==> config.mk <==
export PLATFORM = sky130hd
export DESIGN_NAME = ssb_capture_buffer
export DESIGN_NICKNAME = d
export VERILOG_FILES = /design/src/rtl/ssb_capture_buffer.sv
export SDC_FILE = /design/constraint.sdc
export NUM_CORES = 2
export LEC_CHECK = 0
export CORE_MARGIN = 4
export CORE_UTILIZATION = 55
export CTS_CLUSTER_SIZE = 14
export DETAILED_ROUTE_END_ITERATION = 16
export HOLD_SLACK_MARGIN = 0.15
export MAX_ROUTING_LAYER = met4
export PLACE_DENSITY = 0.71
export SETUP_SLACK_MARGIN = 0.5
export SLEW_MARGIN = 20
export SYNTH_ARGS = -nofsm -noshare
export SYNTH_HDL_FRONTEND = slang
export SYNTH_SLANG_ARGS = --single-unit
==> constraint.sdc <==
create_clock -name clk_i -period 4.6 [get_ports clk_i]
set_clock_uncertainty 0.1 [all_clocks]
set_input_delay 0.69 -clock clk_i [delete_from_list [all_inputs] [get_ports clk_i]]
set_output_delay 0.69 -clock clk_i [all_outputs]
set_load 0.01 [all_outputs]
==> src/rtl/ssb_capture_buffer.sv <==
// ssb_capture_buffer
//   Circular sample buffer that aligns NUM_CH parallel sample streams with a
//   late PSS peak-detect trigger. On a trigger it emits a gated burst of
//   CAPTURE_LEN samples starting L accepted samples before the trigger, where
//   L is lookback_i latched on the trigger cycle. The last burst sample
//   carries tlast.
//
//   Optional feature macro: SSB_CAPTURE_RETRIGGER_EN
//     undefined : a trigger during a burst is dropped (trigger_dropped_o pulse),
//                 truncated_o is constant 0.
//     defined   : a trigger during a burst (other than on its final sample)
//                 restarts the burst and pulses truncated_o.
//
//   Handshake: s_axis_in_tvalid marks an accepted input (no backpressure);
//   m_axis_out_tvalid marks a valid output word exactly one cycle after the
//   accepted input that produced it. There is no ready on either side.
module ssb_capture_buffer #(
    parameter int IN_DW       = 32,
    parameter int NUM_CH      = 1,
    parameter int DEPTH       = 64,
    parameter int CAPTURE_LEN = 1096,
    parameter int LB_W        = $clog2(DEPTH)
) (
    input  logic                    clk_i,
    input  logic                    reset_i,
    input  logic [NUM_CH*IN_DW-1:0] s_axis_in_tdata,
    input  logic                    s_axis_in_tvalid,
    input  logic                    trigger_i,
    input  logic [LB_W-1:0]         lookback_i,
    output logic [NUM_CH*IN_DW-1:0] m_axis_out_tdata,
    output logic                    m_axis_out_tvalid,
    output logic                    m_axis_out_tlast,
    output logic                    busy_o,
    output logic                    trigger_dropped_o,
    output logic                    truncated_o
);

    localparam int DW = NUM_CH * IN_DW;
    localparam int FW = $clog2(DEPTH + 1);
    localparam int CW = $clog2(CAPTURE_LEN + 1);
    localparam logic [CW-1:0] LAST_CNT = CW'(CAPTURE_LEN - 1);
    localparam logic [FW-1:0] FILL_MAX = FW'(DEPTH);

    typedef enum logic {
        ST_IDLE    = 1'b0,
        ST_CAPTURE = 1'b1
    } state_t;

    state_t          state_q;
    logic [LB_W-1:0] wp_q;
    logic [LB_W-1:0] lb_q;
    logic [FW-1:0]   fill_q;
    logic [CW-1:0]   cnt_q;
    logic [DW-1:0]   mem [DEPTH];

    logic            in_capture;
    logic            final_in;
    logic            start;
    logic            restart_cap;
    logic            restart;
    logic            drop;
    logic [LB_W-1:0] eff_lb;
    logic [CW-1:0]   eff_cnt;
    logic            active;
    logic            emit;
    logic            emit_last;
    logic [LB_W-1:0] rd_addr;
    logic [DW-1:0]   rd_word;

    // Decode this cycle's trigger, the effective lookback/count and the output word
    always_comb begin
        in_capture = (state_q == ST_CAPTURE);
        // The accepted input that closes the running burst.
        final_in   = in_capture && s_axis_in_tvalid && (cnt_q == LAST_CNT);
        start      = trigger_i && !in_capture;
`ifdef SSB_CAPTURE_RETRIGGER_EN
        restart_cap = trigger_i && in_capture && !final_in;
`else
        restart_cap = 1'b0;
`endif
        restart    = start || restart_cap;
        // A trigger on the final sample is always dropped; without the
        // retrigger feature any trigger during a burst is dropped.
        drop       = trigger_i && in_capture && !restart_cap;
        eff_lb     = restart ? lookback_i : lb_q;
        eff_cnt    = restart ? '0 : cnt_q;
        // A trigger in IDLE enters CAPTURE in the same cycle, so a coincident
        // valid input already becomes burst sample 0.
        active     = in_capture || start;
        emit       = s_axis_in_tvalid && active;
        emit_last  = emit && (eff_cnt == LAST_CNT);
        // Pointer subtraction wraps naturally modulo DEPTH.
        rd_addr    = wp_q - eff_lb;
        if (eff_lb == '0) begin
            rd_word = s_axis_in_tdata;
        end else if (fill_q < FW'(eff_lb)) begin
            rd_word = '0;
        end else begin
            rd_word = mem[rd_addr];
        end
    end

    // Sample RAM write port; contents intentionally survive reset
    always_ff @(posedge clk_i) begin
        if (s_axis_in_tvalid) begin
            mem[wp_q] <= s_axis_in_tdata;
        end
    end

    // Pointer, fill level, capture FSM and registered outputs
    always_ff @(posedge clk_i or posedge reset_i) begin
        if (reset_i) begin
            state_q           <= ST_IDLE;
            wp_q              <= '0;
            lb_q              <= '0;
            fill_q            <= '0;
            cnt_q             <= '0;
            m_axis_out_tdata  <= '0;
            m_axis_out_tvalid <= 1'b0;
            m_axis_out_tlast  <= 1'b0;
            trigger_dropped_o <= 1'b0;
        end else begin
            if (s_axis_in_tvalid) begin
                wp_q <= wp_q + LB_W'(1);
                if (fill_q != FILL_MAX) begin
                    fill_q <= fill_q + FW'(1);
                end
            end

            lb_q <= eff_lb;

            if (emit_last) begin
                cnt_q   <= '0;
                state_q <= ST_IDLE;
            end else if (emit) begin
                cnt_q   <= eff_cnt + CW'(1);
                state_q <= ST_CAPTURE;
            end else begin
                cnt_q   <= eff_cnt;
                state_q <= active ? ST_CAPTURE : ST_IDLE;
            end

            m_axis_out_tvalid <= emit;
            m_axis_out_tlast  <= emit_last;
            m_axis_out_tdata  <= emit ? rd_word : '0;
            trigger_dropped_o <= drop;
        end
    end

`ifdef SSB_CAPTURE_RETRIGGER_EN
    // One-cycle pulse when a running burst is cut short by a retrigger
    always_ff @(posedge clk_i or posedge reset_i) begin
        if (reset_i) begin
            truncated_o <= 1'b0;
        end else begin
            truncated_o <= restart_cap;
        end
    end
`else
    assign truncated_o = 1'b0;
`endif

    assign busy_o = (state_q == ST_CAPTURE);

endmodule

======== After elaboration in Yosys (flattened, before gate mapping) ========
Memories as Yosys holds them, arrays and structs flattened.
Cells that the tools add are included.
storage, ports and cells
  logic and storage cells ................. 37
  bits in writable memories ............... 2,048
  memories ................................ 1
  output and inout port bits .............. 37
  register bits after elaboration ......... 66
cells by class
  equality and inequality tests ........... 2
  reductions and logical operators ........ 8
  $lt $le $gt $ge ......................... 1
  $add $sub $neg .......................... 4
  mux-type cells .......................... 12
memory list
  memory  words  width  read ports  clocked after memory_dff  write ports  RTL line  source
  mem     64     32     1           0                         1            54        logic [DW-1:0] mem [DEPTH];
operators with widths
  kind                                                             count
  32-bit two-way mux                                               3
  11-bit two-way mux                                               3
  11-bit by 1-bit adder with 11-bit output, second input constant  1
  11-bit == test, second input constant                            1
  7-bit by 1-bit adder with 7-bit output, second input constant    1
  7-bit by 6-bit less-than comparator with 1-bit output            1
  7-bit inequality test, second input constant                     1
  6-bit by 1-bit adder with 6-bit output, second input constant    1
  6-bit logical NOT                                                1
  6-bit two-way mux                                                1
  6-bit subtractor                                                 1
  1-bit two-way mux                                                5
  1-bit logical AND                                                4
  2-bit AND reduction                                              1
  1-bit logical NOT                                                1
  1-bit logical OR                                                 1

======== Depth between registers and ports, before layout ========
An unclocked memory read counts as a cell.
  word-level depth ........................ 8
  mapped depth ............................ 17

======== Least setup slack after synthesis ========
No wires, ideal clock.
  kind .................................... input to register
  start point ............................. input port s_axis_in_tvalid
  end point ............................... memory mem[49][0] in the netlist's numbering (enable)
  stages on the path ...................... 4
  required time ........................... 4.039 ns
  path slack .............................. 0.401 ns
  data arrival time ....................... 3.638 ns
  cells stage by stage .................... clkbuf_1 -> clkbuf_1 -> nand4_1 -> nor3_1
between the ends
  cells in the longest elaborated chain, start to end .. 2
ends and longest elaborated chain
  what                                     RTL line  source
  start, declared                          27        input logic s_axis_in_tvalid,
  1-bit two-way mux                        105       if (s_axis_in_tvalid) begin
  1-bit two-way mux (not written as such)  106       mem[wp_q] <= s_axis_in_tdata;
  end, declared                            54
No other way between the ends.

======== Worst setup path after layout ========
  start point ............................. register state_q, in the netlist busy_o
  end point ............................... register m_axis_out_tdata[27]
between the ends
  cells in the longest elaborated chain, start to end .. 8
ends and longest elaborated chain
  what                    RTL line  source
  start, declared         49        state_t state_q;
  start signal, assigned  140       state_q <= active ? ST_CAPTURE : ST_IDLE;
  1-bit logical NOT *     75        start = trigger_i && !in_capture;
  1-bit logical AND *     75
  6-bit two-way mux *     85        eff_lb = restart ? lookback_i : lb_q;
  net eff_lb[0]           62        logic [LB_W-1:0] eff_lb;
  6-bit subtractor        93        rd_addr = wp_q - eff_lb;
  memory 64 x 32 bit      -
  32-bit two-way mux      96        end else if (fill_q < FW'(eff_lb)) begin
  32-bit two-way mux *    94        if (eff_lb == '0) begin
  32-bit two-way mux *    145       m_axis_out_tdata <= emit ? rd_word : '0;
  end signal, assigned    145
  end, declared           30        output logic [NUM_CH*IN_DW-1:0] m_axis_out_tdata,
Mark *: on every way through the listed nets, which the timed path passes. The rest lies on a longest branch.
A chain may end at the register's enable or synchronous reset.

==> impl_metrics.env <==
export IMPL_outcome="finished, final reports clean"
export IMPL_power_density_nw_per_um2=730
export IMPL_cp_max_fo=14
export IMPL_setup_worst_path_class="register to register"
export IMPL_syn_avg_cell_area_sq_um=22.0
export IMPL_period_minus_slack_ns=4.12
export IMPL_hp_class="input pin to asynchronous set/reset pin"
export IMPL_synth_cells=3725
export IMPL_placed_area_sq_um=88600
export IMPL_cp_start_kind="register"
export IMPL_p_sw_share_pct=34.9
export IMPL_yosysWarnings=0
export IMPL_yosys_top_cells_count="edfxtp_1 (2048), mux4_2 (512), mux2i_1 (195), nand2_1 (151), clkbuf_1 (107)"
export IMPL_die_y_um=394
export IMPL_arrival_ns=4.69
export IMPL_post_route_util_pct=65.6
export IMPL_initial_utilization_pct=55.3
export IMPL_reg2reg_depth=14
export IMPL_vdd_ir_drop_max_uv=728
export IMPL_first_pass_iters=6
export IMPL_maxCapViolCount=0
export IMPL_max_freq_mhz=243
export IMPL_fp_dieW_um=394
export IMPL_grt_antenna_before_repair=9
export IMPL_path_buf_inv=6
export IMPL_rows=141
export IMPL_synth_area_leader_cell="edfxtp_1"
export IMPL_h_tree_depth=4
export IMPL_ys_types=51
export IMPL_syn_area_sq_um=81800
export IMPL_synth_area_leaders="edfxtp_1 (75%), mux4_2 (14%), mux2i_1 (2.4%)"
export IMPL_postLayoutCellArea_sq_um=97000
export IMPL_synthToLayoutAreaGrowth_pct=18.6
export IMPL_clock_sinks=2114
export IMPL_place_inst=5944
export IMPL_pwr_share_comb_pct=45.1
export IMPL_grt_usage_pct=28.0
export IMPL_synth_ff_type="edfxtp_1"
export IMPL_crit_family="adder cells"
export IMPL_grt_setup_unrepaired="yes"
export IMPL_grt_pass1_vias=42300
export IMPL_fillers=9231
export IMPL_intPower_mw=46.1
export IMPL_final_antenna_net_count=0
export IMPL_cp_required_ns=5.17
export IMPL_tightest_slew_ns=1.07
export IMPL_r2r_end="m_axis_out_tdata[27]$_DFF_PP0_"
export IMPL_relSlewSlack_pct=28.8
export IMPL_slew_viol_final=0
export IMPL_fin_nets=4310
export IMPL_cts_path_max_buffers=3
export IMPL_path_cells="and2b_2 > mux2i_4 > inv_2 > ha_4 > inv_2 > fa_4 > buf_12 > bufbuf_16 > mux4_2 > a2111oi_4 > buf_4 > a311oi_1 > buf_4 > a221o_1"
export IMPL_syn_nets=3779
export IMPL_vias=41600
export IMPL_synth_top_cell_area_share_pct=75.2
export IMPL_reg2reg_from="busy_o$_DFF_PP0_"
export IMPL_cp_slowest_cell="fa_4"
export IMPL_root_buffer="clkbuf_16"
export IMPL_avgViaCountPerCell=6.54
export IMPL_setup_viol=0
export IMPL_grt_pass1_wl_um=304000
export IMPL_fin_setup_tns_ns=0
export IMPL_cts_tree="done"
export IMPL_p_leak_nw=31.6
export IMPL_period_share_pct=89.6
export IMPL_gp_congestion=0.831
export IMPL_cpPeakStageDelay_ns=0.86
export IMPL_hold_viol_final=0
export IMPL_drc=0
export IMPL_cp_depth=14
export IMPL_ys_ff_latch=2114
export IMPL_async_flop_share_pct=3.12
export IMPL_port_buffers=77
export IMPL_die_area_sq_um=155000
export IMPL_wl_per_cell_um=33.0
export IMPL_placeableCoreArea_sq_um=148000
export IMPL_cts_buffers=204
export IMPL_grt_max_degree=66
export IMPL_pwr_share_seq_pct=31.5
export IMPL_overflow=0
export IMPL_drt_initial_drc_count=5982
export IMPL_drive_above_1_share_pct=34.3
export IMPL_clock_latency_ns=0.83
export IMPL_hpwl_um=121000
export IMPL_synth_seq_area_share_pct=77.2
export IMPL_critPathCaptureType="register"
export IMPL_synth_edff_count=2048
export IMPL_instances_no_fill=6363
export IMPL_cts_hold_buf=0
export IMPL_wl_um=210000
export IMPL_p_switching_mw=24.7
export IMPL_ios=79
export IMPL_clk_pin_slew_worst_paths_ns=0.06
export IMPL_p_clk_share_pct=23.3
export IMPL_total_power_mw=70.8
export IMPL_post_synth_top_count_cell="edfxtp_1"
export IMPL_regToRegSetupSlack_ns=0.48
## layout make-up
type | count | area, sq um | area share, %
flip-flops and latches | 2114 | 63200 | 65.1
multi-input cells | 1375 | 19200 | 19.8
clock buffers | 258 | 5520 | 5.69
repair buffers | 547 | 5500 | 5.67
well taps | 1930 | 2410 | 2.49
clock inverters | 122 | 1110 | 1.15
inverters | 14 | 53.8 | 0.0555
diodes | 3 | 7.51 | 0.00774
## timing repair
| action | in CTS | in global routing |
|---|---|---|
| gates cloned | 7 | 2 |
| endpoints found under the setup margin | 32 | 32 |
| buffers inserted | 15 | 12 |
| pin swaps | 20 | 45 |
| resized for setup | 145 | 133 |
## worst register-to-register path: stages, from the launching register on
cell       delay [ns]
dfrtp_2          0.35
and2b_2          0.25
mux2i_4          0.20
inv_2            0.10
ha_4             0.13
inv_2            0.04
fa_4             0.86
buf_12           0.18
bufbuf_16        0.35
mux4_2           0.36
a2111oi_4        0.36
buf_4            0.16
a311oi_1         0.04
buf_4            0.17
a221o_1          0.35
## flip-flops by register name, indices dropped and copies added (netlist names)
| name | count |
|---|---|
| busy_o | 1 |
| mem | 2048 |
| lb_q | 6 |
| m_axis_out_tdata | 32 |
| fill_q | 7 |
| wp_q | 6 |
| m_axis_out_tvalid | 1 |
| trigger_dropped_o | 1 |
| cnt_q | 11 |
| m_axis_out_tlast | 1 |
## power groups by stage
stage / clock [mW] / sequential [mW] / combinational (mW)
global route: 17.6 / 22.4 / 33.4
CTS: 16.7 / 22.3 / 30.4
global placement: 0 / 22.7 / 28.0
detailed placement: 0 / 22.7 / 28.3
finish: 16.5 / 22.3 / 31.9
floorplan: 0 / 22.6 / 15.8
## how the worst max path moves through the flow
stage	startpoint	end	slack (ns)
global route	busy_o$_DFF_PP0_	m_axis_out_tdata[19]$_DFF_PP0_	0.37
finish	busy_o$_DFF_PP0_	m_axis_out_tdata[27]$_DFF_PP0_	0.48
global placement	trigger_i	m_axis_out_tdata[9]$_DFF_PP0_	-0.66
CTS	busy_o$_DFF_PP0_	m_axis_out_tdata[31]$_DFF_PP0_	0.44
detailed placement	trigger_i	m_axis_out_tdata[7]$_DFF_PP0_	-0.68
floorplan	trigger_i	m_axis_out_tdata[23]$_DFF_PP0_	0.49
## routing by layer
metal	share of wire, %	vias to the layer above	global-route usage (%)
met5	0	-	-
met4	3.2	0	9.17
met3	10	359	4.61
met2	48	2593	42.6
met1	38	21900	39.7
li1	-	16800	-
## cells in the final DEF, fill, tap and decap left out, types with 8 or more instances in the layout
cell                n
edfxtp_1         2048
mux4_2            512
buf_4             356
clkbuf_16         212
mux2i_1           179
nand2_1           151
buf_12             76
dfrtp_1            65
nor2_4             63
nor2b_1            62
clkinv_1           53
nand3_1            51
clkdlybuf4s50_1    45
clkbuf_1           40
clkinv_2           38
a21oi_1            35
a2111oi_2          35
a221o_1            31
a31oi_1            30
buf_2              30
a2111oi_4          23
buf_6              23
nand3_2            21
a311oi_1           17
bufinv_16          17
nor2_1             15
a311oi_2           15
xnor2_1            14
inv_1              11
nand4_1            11
mux2i_2            10
ha_1               10
xor2_1              8
mux2i_4             8
clkbuf_8            8
buf_16              8
## through the flow
step                setup WS (ns)  hold WS [ns]
detailed placement         -0.678         0.394
global placement           -0.660         0.378
floorplan                   0.487         0.358
global route                0.371         0.227
finish                      0.477         0.247
CTS                         0.441         0.196
## logic make-up after synthesis
group | after synthesis | share of synthesized area (%)
multiplexers | 711 | 16.6
XOR/XNOR | 28 | 0.318
adder cells (fa/ha/maj) | 13 | 0.210
flip-flops | 2114 | 77.2
AND/OR/NAND/NOR | 411 | 2.35
AO/OA/AOI/OAI | 211 | 2.05
other | 1 | 0.00458
buffers and inverters | 236 | 1.30
(Power assumes the default switching activity.)
